File: src/rtl/qla_safety_pkg.sv
// Shared types and sizes for the per-axis motor-current plausibility monitor.
package qla_safety_pkg;

  localparam int NUM_AXES = 4;
  localparam int ADC_W    = 16;
  localparam int CNT_W    = 8;

  typedef enum logic [1:0] {
    ST_IDLE    = 2'd0,
    ST_CAPTURE = 2'd1,
    ST_SCAN    = 2'd2
  } state_t;

  function automatic logic [ADC_W-1:0] axis_slice(input logic [NUM_AXES*ADC_W-1:0] v,
                                                  input logic [1:0] ax);
    case (ax)
      2'd1:    return v[31:16];
      2'd2:    return v[47:32];
      2'd3:    return v[63:48];
      default: return v[15:0];
    endcase
  endfunction

endpackage

File: src/rtl/abs_diff_cmp.sv
// Combinational |a-b| of two offset-binary samples, saturated to 16 bits,
// compared strictly against a fixed threshold.
module abs_diff_cmp
  import qla_safety_pkg::*;
#(
  parameter logic [ADC_W-1:0] THRESH = 16'd2000
) (
  input  logic [ADC_W-1:0] a,
  input  logic [ADC_W-1:0] b,
  output logic             over
);

  logic [ADC_W:0]   diff;
  logic [ADC_W:0]   mag_wide;
  logic [ADC_W-1:0] mag;

  always_comb begin
    diff     = {1'b0, a} - {1'b0, b};
    mag_wide = diff[ADC_W] ? ((ADC_W+1)'(0) - diff) : diff;
    mag      = mag_wide[ADC_W] ? {ADC_W{1'b1}} : mag_wide[ADC_W-1:0];
    over     = (mag > THRESH);
  end

endmodule

File: src/rtl/safety_current_check.sv
// Per-axis current plausibility monitor: scans four axes through one shared
// comparator after each ADC sample and latches a sticky disable on persistent error.
//
// state      | meaning
// -----------+--------------------------------------------------
// ST_IDLE    | waiting for sample; busy=0
// ST_CAPTURE | snapshot taken on entry; one cycle before the scan
// ST_SCAN    | one axis per cycle (ax 0..3), then back to IDLE
module safety_current_check
  import qla_safety_pkg::*;
#(
  parameter logic [ADC_W-1:0] THRESH = 16'd2000,
  parameter logic [CNT_W-1:0] LIMIT  = 8'd10
) (
  input  logic                      sysclk,
  input  logic                      reset,
  input  logic [NUM_AXES*ADC_W-1:0] cur_fb,
  input  logic [NUM_AXES*ADC_W-1:0] cur_cmd,
  input  logic                      sample,
  input  logic [NUM_AXES-1:0]       amp_enabled,
  input  logic [NUM_AXES-1:0]       clear,
  output logic [NUM_AXES-1:0]       safety_amp_disable,
  output logic [ADC_W-1:0]          cur1,
  output logic [ADC_W-1:0]          dac1,
  output logic                      busy,
  output logic                      overrun
);

  localparam logic [CNT_W-1:0] LIMIT_M1 = LIMIT - 8'd1;

  state_t                    state;
  logic [1:0]                ax;
  logic [NUM_AXES*ADC_W-1:0] fb_q;
  logic [NUM_AXES*ADC_W-1:0] cmd_q;
  logic [NUM_AXES-1:0]       en_q;
  logic [CNT_W-1:0]          cnt [NUM_AXES];

  logic                      err;
  logic [NUM_AXES-1:0]       scan_hit;
  logic [NUM_AXES-1:0]       set_now;

  abs_diff_cmp #(
    .THRESH (THRESH)
  ) u_cmp (
    .a    (axis_slice(fb_q, ax)),
    .b    (axis_slice(cmd_q, ax)),
    .over (err)
  );

  always_comb begin
    scan_hit = '0;
    set_now  = '0;
    for (int i = 0; i < NUM_AXES; i++) begin
      scan_hit[i] = (state == ST_SCAN) && (ax == 2'(i));
      set_now[i]  = scan_hit[i] && en_q[i] && err && (cnt[i] == LIMIT_M1);
    end
  end

  always_ff @(posedge sysclk) begin
    if (!reset) begin
      state              <= ST_IDLE;
      ax                 <= 2'd0;
      fb_q               <= '0;
      cmd_q              <= '0;
      en_q               <= '0;
      busy               <= 1'b0;
      overrun            <= 1'b0;
      cur1               <= '0;
      dac1               <= '0;
      safety_amp_disable <= '0;
      for (int i = 0; i < NUM_AXES; i++) cnt[i] <= '0;
    end else begin
      case (state)
        ST_IDLE: begin
          if (sample) begin
            fb_q  <= cur_fb;
            cmd_q <= cur_cmd;
            en_q  <= amp_enabled;
            busy  <= 1'b1;
            state <= ST_CAPTURE;
            if (!safety_amp_disable[0]) begin
              cur1 <= cur_fb[ADC_W-1:0];
              dac1 <= cur_cmd[ADC_W-1:0];
            end
          end
        end
        ST_CAPTURE: begin
          ax    <= 2'd0;
          state <= ST_SCAN;
        end
        ST_SCAN: begin
          ax <= ax + 2'd1;
          if (ax == 2'd3) begin
            busy  <= 1'b0;
            state <= ST_IDLE;
          end
        end
        default: begin
          busy  <= 1'b0;
          state <= ST_IDLE;
        end
      endcase

      // A late sample is recorded even when a clear lands on the same edge.
      if (sample && (state != ST_IDLE)) overrun <= 1'b1;
      else if (|clear)                  overrun <= 1'b0;

      for (int i = 0; i < NUM_AXES; i++) begin
        if (set_now[i]) begin
          safety_amp_disable[i] <= 1'b1;
          if (clear[i]) cnt[i] <= '0;
        end else if (clear[i]) begin
          safety_amp_disable[i] <= 1'b0;
          cnt[i]                <= '0;
        end else if (scan_hit[i]) begin
          if (!en_q[i] || !err) cnt[i] <= '0;
          else                  cnt[i] <= cnt[i] + 8'd1;
        end
      end
    end
  end

endmodule
File: config.mk
export PLATFORM = sky130hd
export DESIGN_NAME = safety_current_check
export DESIGN_NICKNAME = d
export VERILOG_FILES = /design/src/rtl/qla_safety_pkg.sv /design/src/rtl/abs_diff_cmp.sv /design/src/rtl/safety_current_check.sv
export SDC_FILE = /design/constraint.sdc
export NUM_CORES = 1
export LEC_CHECK = 0
export CAP_MARGIN = 25
export CORE_ASPECT_RATIO = 0.9
export CORE_MARGIN = 1.5
export CORE_UTILIZATION = 28
export CTS_BUF_LIST = sky130_fd_sc_hd__clkbuf_2
export DETAILED_ROUTE_END_ITERATION = 7
export GPL_ROUTABILITY_DRIVEN = 0
export PLACE_DENSITY_LB_ADDON = 0.12
export SYNTH_ARGS = -nofsm -noshare
export SYNTH_HDL_FRONTEND = slang
export SYNTH_SLANG_ARGS = --single-unit
File: constraint.sdc
create_clock -name sysclk -period 5.43 [get_ports sysclk]
set_input_delay 0.8145 -clock sysclk [delete_from_list [all_inputs] [get_ports sysclk]]
set_output_delay 0.8145 -clock sysclk [all_outputs]
set_load 0.02 [all_outputs]
; ---- Word level (Yosys, flattened, before mapping)
; Memory sizes are Yosys's and may differ from the RTL's.
; Index checks and enable logic that the tools add are counted.
[classes]
addsub = 7
n_lt_le_gt_ge = 1
eq_ne = 11
muxes = 114
n_bitwise = 18
reduce_logical = 40
[ops]
columns = op, n
row1 = 8-bit 2-to-1 mux, 16
row2 = 16-bit one-hot mux with 3 select lines, 2
row3 = 1-bit 2-to-1 mux, 89
row4 = 8-bit by 1-bit adder with 8-bit output (second input constant), 4
row5 = 8-bit by 4-bit equality test with 1-bit output (second input constant), 4
row6 = 1-bit logical AND, 17
row7 = 17-bit 2-to-1 mux, 1
row8 = 1-bit by 17-bit subtractor with 17-bit output (first input constant), 1
row9 = 16-bit by 16-bit subtractor with 17-bit output, 1
row10 = 16-bit by 11-bit greater-than comparator with 1-bit output (second input constant), 1
row11 = 16-bit 2-to-1 mux, 1
row12 = 1-bit OR, 16
row13 = 2-bit nonzero test, 7
row14 = 2-bit equality test (second input constant), 3
row15 = 2-bit one-hot mux with 3 select lines, 1
row16 = 3-bit AND reduction, 2
row17 = 1-bit logical NOT, 5
row18 = 2-bit by 1-bit equality test with 1-bit output (second input constant), 2
row19 = 2-bit logical NOT, 2
row20 = 1-bit logical OR, 4
row21 = 2-bit 2-to-1 mux, 2
row22 = 2-bit one-hot mux with 2 select lines, 1
row23 = 2-bit AND reduction, 2
row24 = 4-bit OR reduction, 1
row25 = other kinds (5), 6
[word_totals]
regBits = 174
ram_bits = 32
inputBits = 139
wordCells = 205
n_memories = 1
[mem_list]
columns = name, depth, width, rd, rd_ports_with_merged_regs, write_ports, line_no
row1 = cnt, 4, 8, 4, 0, 4, safety_current_check.sv:36  ; logic [CNT_W-1:0] cnt [NUM_AXES];

; ---- Logic depth before layout (Yosys ltp)
[logic_depth]
word_depth = 17
depth_mapped = 20

; ---- By module
; Synthesis repeated with hierarchy kept, for this count alone.
[hier_totals]
hier_cells = 1226
area_unflattened_um2 = 9995.8
[modules_own_cells]
columns = mod, instances, cells_per_inst, area_each_um2, seq_area_each_um2
row1 = safety_current_check, 1, 1058, 8768.4, 4444.3
row2 = abs_diff_cmp, 1, 168, 1227.4, 0.0

; ---- Worst setup path before layout
; OpenSTA, ideal clock, no wires.
[synth_timing]
kind = register to register
startpoint = register ax[0]
endpoint = memory cnt[2][0] (enable)
setup_time_ns = 0.375
t_arrival_ns = 4.283
setup_slack_ns = 0.771
stages_incl_launch_ff = 19
n_path_buf = 2
cell_sequence = dfxtp_1 -> inv_1 -> ha_1 -> clkbuf_1 -> clkbuf_1 -> a222oi_1 -> a21oi_1 -> ha_1 -> inv_1 -> fa_1 -> xnor2_1 -> nand3_1 -> mux2_2 -> a211oi_2 -> nor3b_2 -> a32oi_1 -> o31a_1 -> a311o_1 -> a21oi_1
[synth_lines]
columns = element, line_no
row1 = "start, declared", safety_current_check.sv:32  ; logic [1:0] ax;
row2 = "start signal, assigned", safety_current_check.sv:92  ; ax <= ax + 2'd1;
row3 = "end, declared", safety_current_check.sv:36

==> metrics.txt <==
# TYPE chip_impl_metric gauge
chip_impl_metric{name="design_power_total",unit="uW"} 3953
chip_impl_metric{name="layout_cell_share_with_drive_strength_beyond_1",unit="%"} 8.971
chip_impl_metric{name="worst_margin_pin_slew",unit="ns"} 0.9574
chip_impl_metric{name="worst_r2r_path_depth",unit=""} 19
chip_impl_metric{name="place.port_buffers",unit=""} 176
chip_impl_metric{name="dr.pass1.iters",unit=""} 7
chip_impl_metric{name="fin_worst_skew",unit="ns"} 0.07914
chip_impl_metric{name="hold_fix_buffer_count_after_cts",unit=""} 0
chip_impl_info{name="post-synth-top-count-cell",value="sky130_fd_sc_hd__nand2_1"} 1
chip_impl_metric{name="cp.required",unit="ns"} 5.97
chip_impl_metric{name="synth_area",unit="sq mm"} 0.01023
chip_impl_metric{name="ys.warnings.count",unit=""} 0
chip_impl_info{name="clock_tree.root_cell",value="sky130_fd_sc_hd__clkbuf_2"} 1
chip_impl_metric{name="finalCriticalPeriod",unit="ns"} 5.058
chip_impl_metric{name="grt_start_max_net_pins",unit=""} 109
chip_impl_metric{name="ff2ff_setup_slack",unit="ns"} 0.37
chip_impl_metric{name="peakVddDrop",unit="uV"} 139.3
chip_impl_metric{name="die_w",unit="um"} 204.5
chip_impl_info{name="min_from",value="cmd_q[8]"} 1
chip_impl_info{name="worstSetupPathType",value="reg2reg"} 1
chip_impl_info{name="synth-main-ff-cell",value="sky130_fd_sc_hd__dfxtp_1"} 1
chip_impl_info{name="r2r-end",value="cnt[1][5]"} 1
chip_impl_metric{name="drc_violation_count_after_routing",unit=""} 0
chip_impl_metric{name="final.fill_count",unit=""} 3847
chip_impl_metric{name="syn_nets",unit=""} 1395
chip_impl_metric{name="placement_rows",unit=""} 66
chip_impl_metric{name="period_share",unit="%"} 93.15
chip_impl_metric{name="floorplan.die_area",unit="sq mm"} 0.03770
chip_impl_metric{name="power_per_cell_area",unit="mW/mm^2"} 305.2
chip_impl_metric{name="die_h",unit="um"} 184.3
chip_impl_metric{name="synth_top_area_share",unit="%"} 34.05
chip_impl_metric{name="crit_path_max_fanout",unit=""} 32
chip_impl_metric{name="count_of_final_max_slew_check_failures",unit=""} 0
chip_impl_metric{name="area.growth.synth_to_final",unit="%"} 26.62
chip_impl_metric{name="num_vias",unit=""} 9135
chip_impl_metric{name="number_of_synthesized_flops_with_an_enable_pin",unit=""} 32
chip_impl_metric{name="start_util",unit="%"} 28.35
chip_impl_metric{name="ys_seq_elements",unit=""} 206
chip_impl_metric{name="final_net_count",unit=""} 1569
chip_impl_metric{name="tritoncts.num_buffers",unit=""} 56
chip_impl_metric{name="drv.max_cap_violation_count",unit=""} 0
chip_impl_info{name="worst_hold_path.endpoint",value="cmd_q[8]"} 1
chip_impl_metric{name="grt_first_pass_wirelength",unit="um"} 50220
chip_impl_info{name="critical_register_to_register_path_startpoint",value="ax[1]"} 1
chip_impl_info{name="rsz0062_at_grt",value="false"} 1
chip_impl_metric{name="hold-path-cell-count",unit=""} 2
chip_impl_metric{name="max_slew_margin",unit="%"} 36.17
chip_impl_metric{name="hold_viol_final",unit=""} 0
chip_impl_info{name="synth_top_cells_by_area",value="sky130_fd_sc_hd__dfxtp_1, sky130_fd_sc_hd__nand2_1, sky130_fd_sc_hd__a21boi_0"} 1
chip_impl_metric{name="grt.total_usage",unit="%"} 17.06
chip_impl_metric{name="viasPerCell",unit=""} 4.770
chip_impl_metric{name="final_antenna_violating_net_count",unit=""} 0
chip_impl_info{name="cts_tree",value="yes"} 1
chip_impl_info{name="cp-end-kind",value="register"} 1
chip_impl_metric{name="core-area",unit="sq mm"} 0.03609
chip_impl_metric{name="asyncSetResetFlopFracSynth",unit="%"} 0
chip_impl_metric{name="fin_setup_tns",unit="ns"} 0
chip_impl_metric{name="route.final.wire_length",unit="um"} 32150
chip_impl_metric{name="synthesis.area_per_instance",unit="sq um"} 8.372
chip_impl_metric{name="place.detailed.hpwl",unit="um"} 23010
chip_impl_metric{name="cts_sinks",unit=""} 206
chip_impl_metric{name="yosysSeqAreaShare",unit="%"} 43.44
chip_impl_metric{name="synth_cells",unit=""} 1222
chip_impl_metric{name="timing.fmax",unit="MHz"} 197.7
chip_impl_info{name="netlist.top_cell.by_area",value="sky130_fd_sc_hd__dfxtp_1"} 1
chip_impl_info{name="classification_of_the_worst_slack_hold_path",value="reg2reg"} 1
chip_impl_metric{name="total_leakage_power",unit="uW"} 0.004759
chip_impl_metric{name="grt_pass1_vias",unit=""} 9074
chip_impl_metric{name="grt_remaining_overflow",unit=""} 0
chip_impl_metric{name="routed_wire_length_per_instance",unit="um"} 16.79
chip_impl_metric{name="grt_antenna_before_repair",unit=""} 2
chip_impl_info{name="run_status",value="finished, final reports clean"} 1
chip_impl_metric{name="clkSlewWorstSetupHoldPaths",unit="ns"} 0.10
chip_impl_metric{name="synth_cell_type_count",unit=""} 66
chip_impl_metric{name="clock_tree.buffer_depth",unit=""} 3
chip_impl_metric{name="clock_tree.htree_level_count",unit=""} 2
chip_impl_info{name="synth_commonest_cells",value="sky130_fd_sc_hd__nand2_1, sky130_fd_sc_hd__dfxtp_1, sky130_fd_sc_hd__a21boi_0"} 1
chip_impl_metric{name="count_of_boundary_i_o_pins",unit=""} 177
chip_impl_metric{name="worst-endpoint-arrival",unit="ns"} 5.60
chip_impl_metric{name="first_iter_violations",unit=""} 594
chip_impl_metric{name="finish_stage_setup_viols",unit=""} 0
chip_impl_metric{name="skew_pair_late_insertion_delay",unit="ns"} 0.89
chip_impl_info{name="worst_setup_path_start_kind",value="register"} 1
## cell families after synthesis
logic type      count (synthesis)  synth area share [%]
simple gates                  527                 21.83
buf+inv                       102                 3.974
flops                         206                 43.44
compound gates                312                 22.93
fa+ha+maj                      34                 4.231
xor+xnor                       35                 2.996
mux                             6                0.5993
## through the flow
| step | instance area [sq um] | util [%] | hold WS [ns] | cells | setup WS, ns |
|---|---|---|---|---|---|
| 6_report | 12950 | 35.90 | 0.4692 | 1915 | 0.3721 |
| 2_1_floorplan | 10230 | - | 0.4403 | 1222 | 0.7713 |
| 4_1_cts | 12940 | 35.87 | 0.3366 | 1914 | 0.2989 |
| 3_3_place_gp | 12450 | 34.49 | 0.4517 | 1814 | 0.4112 |
| 3_5_place_dp | 12450 | 34.49 | 0.4608 | 1814 | 0.2985 |
| 5_1_grt | 12950 | 35.90 | 0.3647 | 1915 | 0.05064 |
## sequential cells by signal, summed over array words and instances (netlist names)
signal              count
ax                      2
busy                    1
cmd_q                  64
cnt                    32
cur1                   16
dac1                   16
en_q                    4
fb_q                   64
overrun                 1
safety_amp_disable      4
state                   2
## what timing repair did
item	4_1_cts	5_1_grt
buffers inserted	0	0
gates resized for setup	0	1
setup endpoints to repair	0	65
## layout make-up
type / instances / area (sq um) / area share (%)
clock inverters: 10 / 48.80 / 0.3767
repair buffers: 195 / 1927 / 14.87
diodes: 1 / 2.502 / 0.01932
inverters: 23 / 86.33 / 0.6664
well taps: 476 / 595.6 / 4.597
flip-flops and latches: 206 / 4444 / 34.31
clock buffers: 90 / 450.4 / 3.477
multi-input cells: 914 / 5400 / 41.68
## where the power goes
part	switching, uW	internal [uW]
logic	646	470
registers	73.9	1660
clock network	666	438
## worst max-delay path, cell delays in order (launching register included)
cell and delay, ns:
sky130_fd_sc_hd__dfxtp_1 0.35, sky130_fd_sc_hd__inv_1 0.08, sky130_fd_sc_hd__ha_1 0.22, sky130_fd_sc_hd__buf_4 0.26, sky130_fd_sc_hd__a222oi_1 0.38, sky130_fd_sc_hd__nand2_1 0.09
sky130_fd_sc_hd__o21ai_0 0.17, sky130_fd_sc_hd__ha_1 0.23, sky130_fd_sc_hd__inv_1 0.06, sky130_fd_sc_hd__fa_1 0.43, sky130_fd_sc_hd__a211o_1 0.35, sky130_fd_sc_hd__o21a_1 0.14
sky130_fd_sc_hd__xor2_1 0.20, sky130_fd_sc_hd__a211oi_2 0.27, sky130_fd_sc_hd__nor3b_2 0.29, sky130_fd_sc_hd__a32oi_1 0.15, sky130_fd_sc_hd__o31a_1 0.35, sky130_fd_sc_hd__a311o_1 0.38
sky130_fd_sc_hd__a21oi_1 0.17, sky130_fd_sc_hd__buf_4 0.19
## layout by cell type, fill, tap and decap left out, types with 3 or more instances in the layout
cell type and instances:
sky130_fd_sc_hd__nor2_1 37, sky130_fd_sc_hd__o211a_1 3, sky130_fd_sc_hd__dfxtp_1 174, sky130_fd_sc_hd__clkinv_1 6, sky130_fd_sc_hd__buf_4 18, sky130_fd_sc_hd__nand2b_1 6, sky130_fd_sc_hd__xor2_1 20, sky130_fd_sc_hd__nor4b_1 3
sky130_fd_sc_hd__o21a_1 7, sky130_fd_sc_hd__nand3_1 29, sky130_fd_sc_hd__nor3_1 41, sky130_fd_sc_hd__and3_1 10, sky130_fd_sc_hd__nand3b_1 5, sky130_fd_sc_hd__xnor2_1 14, sky130_fd_sc_hd__a222oi_1 32, sky130_fd_sc_hd__mux2i_1 5
sky130_fd_sc_hd__and2_1 4, sky130_fd_sc_hd__or3_1 9, sky130_fd_sc_hd__clkbuf_2 90, sky130_fd_sc_hd__inv_1 22, sky130_fd_sc_hd__a21oi_1 35, sky130_fd_sc_hd__a21boi_0 166, sky130_fd_sc_hd__clkdlybuf4s50_1 175, sky130_fd_sc_hd__o21ai_0 29
sky130_fd_sc_hd__nand2_1 363, sky130_fd_sc_hd__edfxtp_1 32, sky130_fd_sc_hd__nor2b_1 5, sky130_fd_sc_hd__o22ai_1 4, sky130_fd_sc_hd__ha_1 33, sky130_fd_sc_hd__a21o_1 4, sky130_fd_sc_hd__o211ai_1 4
## how the worst max path moves through the flow
stage,from,to,cells after the start
finish,ax[1],cnt[1][5],19
global route,ax[1],cnt[0][6],16
CTS,ax[1],cnt[1][5],19
detailed placement,ax[1],cnt[1][2],19
global placement,ax[1],cnt[1][2],19
floorplan,ax[0],cnt[2][0],18
## layer usage
metal  share of wire [%]  wire length, um  track usage (%)  vias up
li1                    -                -                -     4628
met2                  42            13640            25.76      227
met5               0.040               13                0        -
met1                  49            15890            23.53     4223
met3                 5.9             1910            4.508       55
met4                 2.2              694            5.500        2
(Power assumes the default switching activity.)
